$ cat src/rtl/eth_pkt_tx.sv
// ----------------------------------------------------------------------------
// eth_pkt_tx
// Host-side store-and-forward packet transmitter for one switch input port.
// Host words are buffered until the whole packet (through in_last) is stored.
// Only then is the packet launched on the port. Every packet therefore leaves
// as an unbroken run of words framed by o_start / o_end.
//
// Ports
//   clk       : clock
//   rst       : synchronous reset, active-high
//   in_valid  : host word valid
//   in_data   : host word
//   in_last   : host word is the last word of its packet
//   in_ready  : host word accepted when in_valid && in_ready at a clk edge
//   stall     : port backpressure, only blocks the start of a packet
//   o_data    : port data, 0 when idle
//   o_start   : first word of a packet
//   o_end     : last word of a packet
//   pkt_cnt   : complete packets stored and not yet finished sending
//   drop      : one-cycle pulse when an oversize packet is discarded
//
// Configuration
//   ETH_PKT_TX_IFG_EN : when defined, a GAP state holds the port idle for
//                       IFG_CYCLES cycles after every o_end.
// ----------------------------------------------------------------------------
module eth_pkt_tx #(
    parameter int WIDTH      = 32,
    parameter int DEPTH      = 32,
    parameter int IFG_CYCLES = 3
) (
    input  logic                       clk,
    input  logic                       rst,
    input  logic                       in_valid,
    input  logic [WIDTH-1:0]           in_data,
    input  logic                       in_last,
    output logic                       in_ready,
    input  logic                       stall,
    output logic [WIDTH-1:0]           o_data,
    output logic                       o_start,
    output logic                       o_end,
    output logic [$clog2(DEPTH):0]     pkt_cnt,
    output logic                       drop
);

    localparam int PW = $clog2(DEPTH);
    localparam int CW = PW + 1;
    localparam logic [PW:0]   PTR_ONE = {{PW{1'b0}}, 1'b1};
    localparam logic [CW-1:0] CNT_ONE = {{(CW-1){1'b0}}, 1'b1};

    // Elaboration-time sanity checks on the parameters.
    if (DEPTH < 2 || (1 << PW) != DEPTH) begin : g_bad_depth
        $error("eth_pkt_tx: DEPTH must be a power of 2 and >= 2");
    end
    if (IFG_CYCLES < 1) begin : g_bad_ifg
        $error("eth_pkt_tx: IFG_CYCLES must be >= 1");
    end

`ifdef ETH_PKT_TX_IFG_EN
    localparam int GW = $clog2(IFG_CYCLES + 1);
    typedef enum logic [1:0] {ST_IDLE, ST_SEND, ST_GAP} state_t;
    logic [GW-1:0] gap_cnt_q, gap_cnt_d;
`else
    typedef enum logic [1:0] {ST_IDLE, ST_SEND} state_t;
`endif

    state_t          state_q, state_d;
    logic            first_q, first_d;
    logic [PW:0]     wr_ptr_q, wr_ptr_d;
    logic [PW:0]     rd_ptr_q, rd_ptr_d;
    logic [PW:0]     sop_ptr_q, sop_ptr_d;
    logic [CW-1:0]   pkt_cnt_q, pkt_cnt_d;
    logic            discard_q, discard_d;
    logic            drop_q, drop_d;

    // Each buffer entry carries its in_last flag in the top bit so the read
    // side knows where the stored packet ends.
    logic [WIDTH:0]  mem_q [DEPTH];
    logic            mem_we;
    logic [PW-1:0]   mem_waddr;
    logic [WIDTH:0]  mem_wdata;
    logic [WIDTH:0]  rd_word;

    logic            full;
    logic            accept;
    logic            pkt_inc;
    logic            pkt_dec;

    // Pointers carry one extra wrap bit: equal index with differing wrap bits
    // means the buffer holds exactly DEPTH words.
    assign full    = (wr_ptr_q[PW] != rd_ptr_q[PW]) &&
                     (wr_ptr_q[PW-1:0] == rd_ptr_q[PW-1:0]);
    assign rd_word = mem_q[rd_ptr_q[PW-1:0]];

    // When full with no complete packet stored, the packet being written can
    // never fit, so the input stays open to let it be discarded.
    assign in_ready = discard_q || !full || (pkt_cnt_q == '0);
    assign accept   = in_valid && in_ready;
    assign pkt_cnt  = pkt_cnt_q;
    assign drop     = drop_q;

    // Write side: store words, track start of the current packet, and on
    // overflow rewind to that start and swallow the rest of the packet.
    always_comb begin
        wr_ptr_d  = wr_ptr_q;
        sop_ptr_d = sop_ptr_q;
        discard_d = discard_q;
        drop_d    = 1'b0;
        pkt_inc   = 1'b0;
        mem_we    = 1'b0;
        mem_waddr = wr_ptr_q[PW-1:0];
        mem_wdata = {in_last, in_data};
        if (accept) begin
            if (discard_q) begin
                if (in_last) begin
                    discard_d = 1'b0;
                end
            end else if (full) begin
                wr_ptr_d  = sop_ptr_q;
                drop_d    = 1'b1;
                discard_d = !in_last;
            end else begin
                mem_we   = 1'b1;
                wr_ptr_d = wr_ptr_q + PTR_ONE;
                if (in_last) begin
                    sop_ptr_d = wr_ptr_q + PTR_ONE;
                    pkt_inc   = 1'b1;
                end
            end
        end
    end

    // Read side FSM: launch a stored packet when the port is not stalled,
    // then stream it word by word until its stored last flag.
    always_comb begin
        state_d  = state_q;
        first_d  = 1'b0;
        rd_ptr_d = rd_ptr_q;
        pkt_dec  = 1'b0;
        o_data   = '0;
        o_start  = 1'b0;
        o_end    = 1'b0;
`ifdef ETH_PKT_TX_IFG_EN
        gap_cnt_d = gap_cnt_q;
`endif
        case (state_q)
            ST_IDLE: begin
                if (pkt_cnt_q != '0 && !stall) begin
                    state_d = ST_SEND;
                    first_d = 1'b1;
                end
            end
            ST_SEND: begin
                o_data   = rd_word[WIDTH-1:0];
                o_start  = first_q;
                rd_ptr_d = rd_ptr_q + PTR_ONE;
                if (rd_word[WIDTH]) begin
                    o_end   = 1'b1;
                    pkt_dec = 1'b1;
`ifdef ETH_PKT_TX_IFG_EN
                    state_d   = ST_GAP;
                    gap_cnt_d = GW'(IFG_CYCLES - 1);
`else
                    state_d = ST_IDLE;
`endif
                end
            end
`ifdef ETH_PKT_TX_IFG_EN
            ST_GAP: begin
                if (gap_cnt_q == '0) begin
                    state_d = ST_IDLE;
                end else begin
                    gap_cnt_d = gap_cnt_q - 1'b1;
                end
            end
`endif
            default: begin
                state_d = ST_IDLE;
            end
        endcase
    end

    // Stored-packet count: a packet completing on input and one finishing on
    // output in the same cycle cancel out.
    always_comb begin
        pkt_cnt_d = pkt_cnt_q;
        case ({pkt_inc, pkt_dec})
            2'b10:   pkt_cnt_d = pkt_cnt_q + CNT_ONE;
            2'b01:   pkt_cnt_d = pkt_cnt_q - CNT_ONE;
            default: pkt_cnt_d = pkt_cnt_q;
        endcase
    end

    // Control state with synchronous reset.
    always_ff @(posedge clk) begin
        if (rst) begin
            state_q   <= ST_IDLE;
            first_q   <= 1'b0;
            wr_ptr_q  <= '0;
            rd_ptr_q  <= '0;
            sop_ptr_q <= '0;
            pkt_cnt_q <= '0;
            discard_q <= 1'b0;
            drop_q    <= 1'b0;
`ifdef ETH_PKT_TX_IFG_EN
            gap_cnt_q <= '0;
`endif
        end else begin
            state_q   <= state_d;
            first_q   <= first_d;
            wr_ptr_q  <= wr_ptr_d;
            rd_ptr_q  <= rd_ptr_d;
            sop_ptr_q <= sop_ptr_d;
            pkt_cnt_q <= pkt_cnt_d;
            discard_q <= discard_d;
            drop_q    <= drop_d;
`ifdef ETH_PKT_TX_IFG_EN
            gap_cnt_q <= gap_cnt_d;
`endif
        end
    end

    // Buffer storage needs no reset: the pointers decide what is valid.
    always_ff @(posedge clk) begin
        if (mem_we) begin
            mem_q[mem_waddr] <= mem_wdata;
        end
    end

endmodule

$ cat config.mk
export PLATFORM = sky130hd
export DESIGN_NAME = eth_pkt_tx
export DESIGN_NICKNAME = d
export VERILOG_FILES = /design/src/rtl/eth_pkt_tx.sv
export SDC_FILE = /design/constraint.sdc
export NUM_CORES = 1
export LEC_CHECK = 0
export CAP_MARGIN = 25
export CORE_MARGIN = 2
export CORE_UTILIZATION = 28
export CTS_CLUSTER_SIZE = 10
export DETAILED_ROUTE_END_ITERATION = 10
export GPL_TIMING_DRIVEN = 1
export HOLD_SLACK_MARGIN = 0.12
export PLACE_DENSITY = 0.44
export SETUP_SLACK_MARGIN = 0.05
export SLEW_MARGIN = 0
export SYNTH_ARGS = -nofsm -noshare
export SYNTH_HDL_FRONTEND = slang
export SYNTH_SLANG_ARGS = --single-unit
$ cat constraint.sdc
create_clock -name clk -period 9.15 [get_ports clk]
set_input_delay 1.3725 -clock clk [delete_from_list [all_inputs] [get_ports clk]]
set_output_delay 1.3725 -clock clk [all_outputs]
set_load 0.02 [all_outputs]
==> impl_metrics.toml <==
[sta]
fmax_mhz = 176.6
setup_tns_ns = 0
slew_headroom_pct = 28.20
finalSetupViolations = 0
slew_viol_final = 0
hold_violations = 0
max_slew.worst_pin.slew_ns = 1.077
fin_skew_ns = 0.02234
grt_setup_unrepaired = "no"
finalCritPeriodShare_pct = 61.89
period_needed_ns = 5.663

[clock_network]
clk_latency_ns = 0.73
cts_root_buffer = "clkbuf_16"
clkTransAtPathRegs_ns = 0.05
holdBufCountCts = 0
cts_resized = 0
cts_tree = "done"
h-tree-depth = 4
numCtsBuffers = 130
postCtsSetupBuffers = 0
clock_sinks = 1089
clk_path_buf_depth = 3

[global_route]
grt_pass1_wl_um = 154000
antenna_found_initial = 2
grt_start_max_net_pins = 141
track_usage_pct = 14.41
overflow = 0
grt_pass1_vias = 20443

[synthesis]
synth_cell_types = 47
synth_commonest_cells = "1056 x edfxtp_1, 327 x mux4_2, 58 x nor2_1"
ys_seq_area_share_pct = 77.62
synth_nets = 1779
synth_edf_count = 1056
synth_top_flop_cell = "edfxtp_1"
netlist_instances = 1731
synth_area_mm2 = 0.04171
yosys.area.top_type = "edfxtp_1"
avgSynthCellArea_um2 = 24.09
synth_async_sr_flop_share_pct = 0
yosysWarnings = 0
synth_top_area_share_pct = 76.03
ys_ff_latch = 1089
yosysMostFrequentCell = "edfxtp_1"
netlist_top_cells_area = "edfxtp_1 76%, mux4_2 18%, dfxtp_1 1.6%"

[min_path]
whs_endpoint = "wr_ptr_q[1]$_SDFFE_PP0P_"
hold_start = "sop_ptr_q[1]$_SDFFE_PP0P_"
hold_class = "flop to flop"
whs_path_depth = 2

[route]
vias = 18952
postRouteAntennaNets = 0
first_pass_iters = 6
via_per_inst = 4.862
routed_wl_um = 108900
drt_iter0_drc = 1887
drc_errors = 0
routedWlPerCell_um = 27.94

[setup_path]
cp.arrival_ns = 4.29
r2r_cells = 12
critPathRequiredTime_ns = 7.78
worstReg2RegEnd = "pkt_cnt[5]$_SDFFE_PP0P_"
worstSetupEndpointType = "output pin"
path_class = "flop to output pin"
crit_path_start_kind = "flop"
r2r_slack_ns = 4.77
critPathMaxFanout = 41

[floorplanning]
ios = 79
die_y_um = 389.9
rows = 141
die-area_mm2 = 0.1521
die_x_um = 389.9
start_util_pct = 28.21
coreArea_mm2 = 0.1478

[pwr]
power_frac_seq_pct = 51.5
power.share.switching_pct = 20.88
ir_drop_uv = 183.6
clock_power_share_pct = 42.7
power_density_mw_per_mm2 = 217.7
p_sw_w = 0.002240
power_frac_comb_pct = 5.9
p_leak_nw = 14.59
internal_power_w = 0.008489

[place]
placed_cells = 3696
hpwl_um = 54240
place_congestion = 0.6908
port_buffers = 78

[cells_and_area]
antenna_cells = 0
area_growth_pct = 18.15
layout-drive-gt1-share_pct = 29.57
fin_util_pct = 33.33
layoutNonFillerInstCount = 3898
layout.nets = 1964

[run_status]
outcome = "finished, final reports clean"

[flow_run]
maxCapViolations = 0
## sequential cells by signal, indices dropped and copies added (netlist names), named ones only
signal	cells
discard_q	1
mem_q	1056
pkt_cnt	6
drop	1
sop_ptr_q	6
state_q	1
first_q	1
rd_ptr_q	6
wr_ptr_q	6
## per-stage QoR
| stage | instance area, µm² | hold slack [ns] | setup WS, ns | total power (W) |
|---|---|---|---|---|
| global placement | 45100 | 0.4678 | 3.802 | 0.006239 |
| floorplan | 41710 | 0.4546 | 5.304 | 0.006024 |
| global route | 49280 | 0.5206 | 3.213 | 0.01111 |
| CTS | 48840 | 0.4817 | 2.971 | 0.01087 |
| finish | 49280 | 0.4794 | 3.487 | 0.01073 |
| detailed placement | 45150 | 0.4703 | 3.797 | 0.006250 |
## cell families after synthesis
| kind of cell | share of synthesized area, % |
|---|---|
| xor+xnor | 0.3780 |
| buf+inv | 1.116 |
| mux | 18.19 |
| simple gates | 1.191 |
| flops | 77.62 |
| fa+ha+maj | 0.3480 |
| compound gates | 1.164 |
## final cells by class
type                    count  area (µm²)
repair buffers            144        1652
flip-flops and latches   1089       32390
inverters                   5       18.77
fillers                 13753       98560
multi-input cells         546        9119
clock buffers             169        3527
clock inverters            15       158.9
well taps                1930        2415
## routing by layer
layer | vias up | GRT usage (%) | wire [µm]
li1 | 7819 | - | -
met1 | 10551 | 19.34 | 47900
met2 | 440 | 23.90 | 54190
met3 | 142 | 2.716 | 4443
met4 | 0 | 4.029 | 2360
met5 | - | 0 | 0
## worst max-delay path by stage
stage / start / to / slack (ns) / depth (start not counted)
6_report: flop / o_data[1] / 3.49 / 6
5_1_grt: flop / o_data[3] / 3.21 / 6
4_1_cts: flop / o_data[19] / 2.97 / 5
3_5_place_dp: flop / o_data[19] / 3.80 / 5
3_3_place_gp: flop / o_data[19] / 3.80 / 5
2_1_floorplan: in_valid / mem_q[12][0]$_DFFE_PP_ / 5.30 / 4
## placed cells by master, fill, tap and decap left out, drive strengths merged, types with 2 or more instances in the layout
cell type / n
or3b: 2
clkdlybuf4s50: 78
xor2: 7
nand3: 9
nand4: 4
a21o: 2
nand3b: 3
nor2b: 2
nor4b: 2
nor3: 2
xnor2: 11
buf: 54
dfxtp: 33
ha: 10
o32ai: 3
mux4: 327
o211ai: 2
o21ai: 2
clkinv: 12
o21a: 2
a311oi: 2
nand2: 13
edfxtp: 1056
a31o: 2
mux2i: 22
and2: 2
a21oi: 9
inv: 7
clkbuf: 181
or3: 4
nor2: 58
a22o: 32
## power groups by stage
stage                     clock (W)  combinational, W  sequential (W)
after CTS                   0.00472          0.000611         0.00554
after floorplan                   0          0.000406         0.00562
final                       0.00458          0.000628         0.00552
after global placement            0          0.000600         0.00564
after global routing        0.00491          0.000679         0.00552
after detailed placement          0          0.000609         0.00564
## worst max-delay path, cell delays in order (launching register included)
cell	delay (ns)
dfxtp_4	0.48
buf_16	0.28
buf_4	0.74
mux4_2	0.60
mux4_2	0.51
a22o_1	0.25
clkdlybuf4s50_1	0.56
No activity file was read; power rests on OpenSTA's default activity.
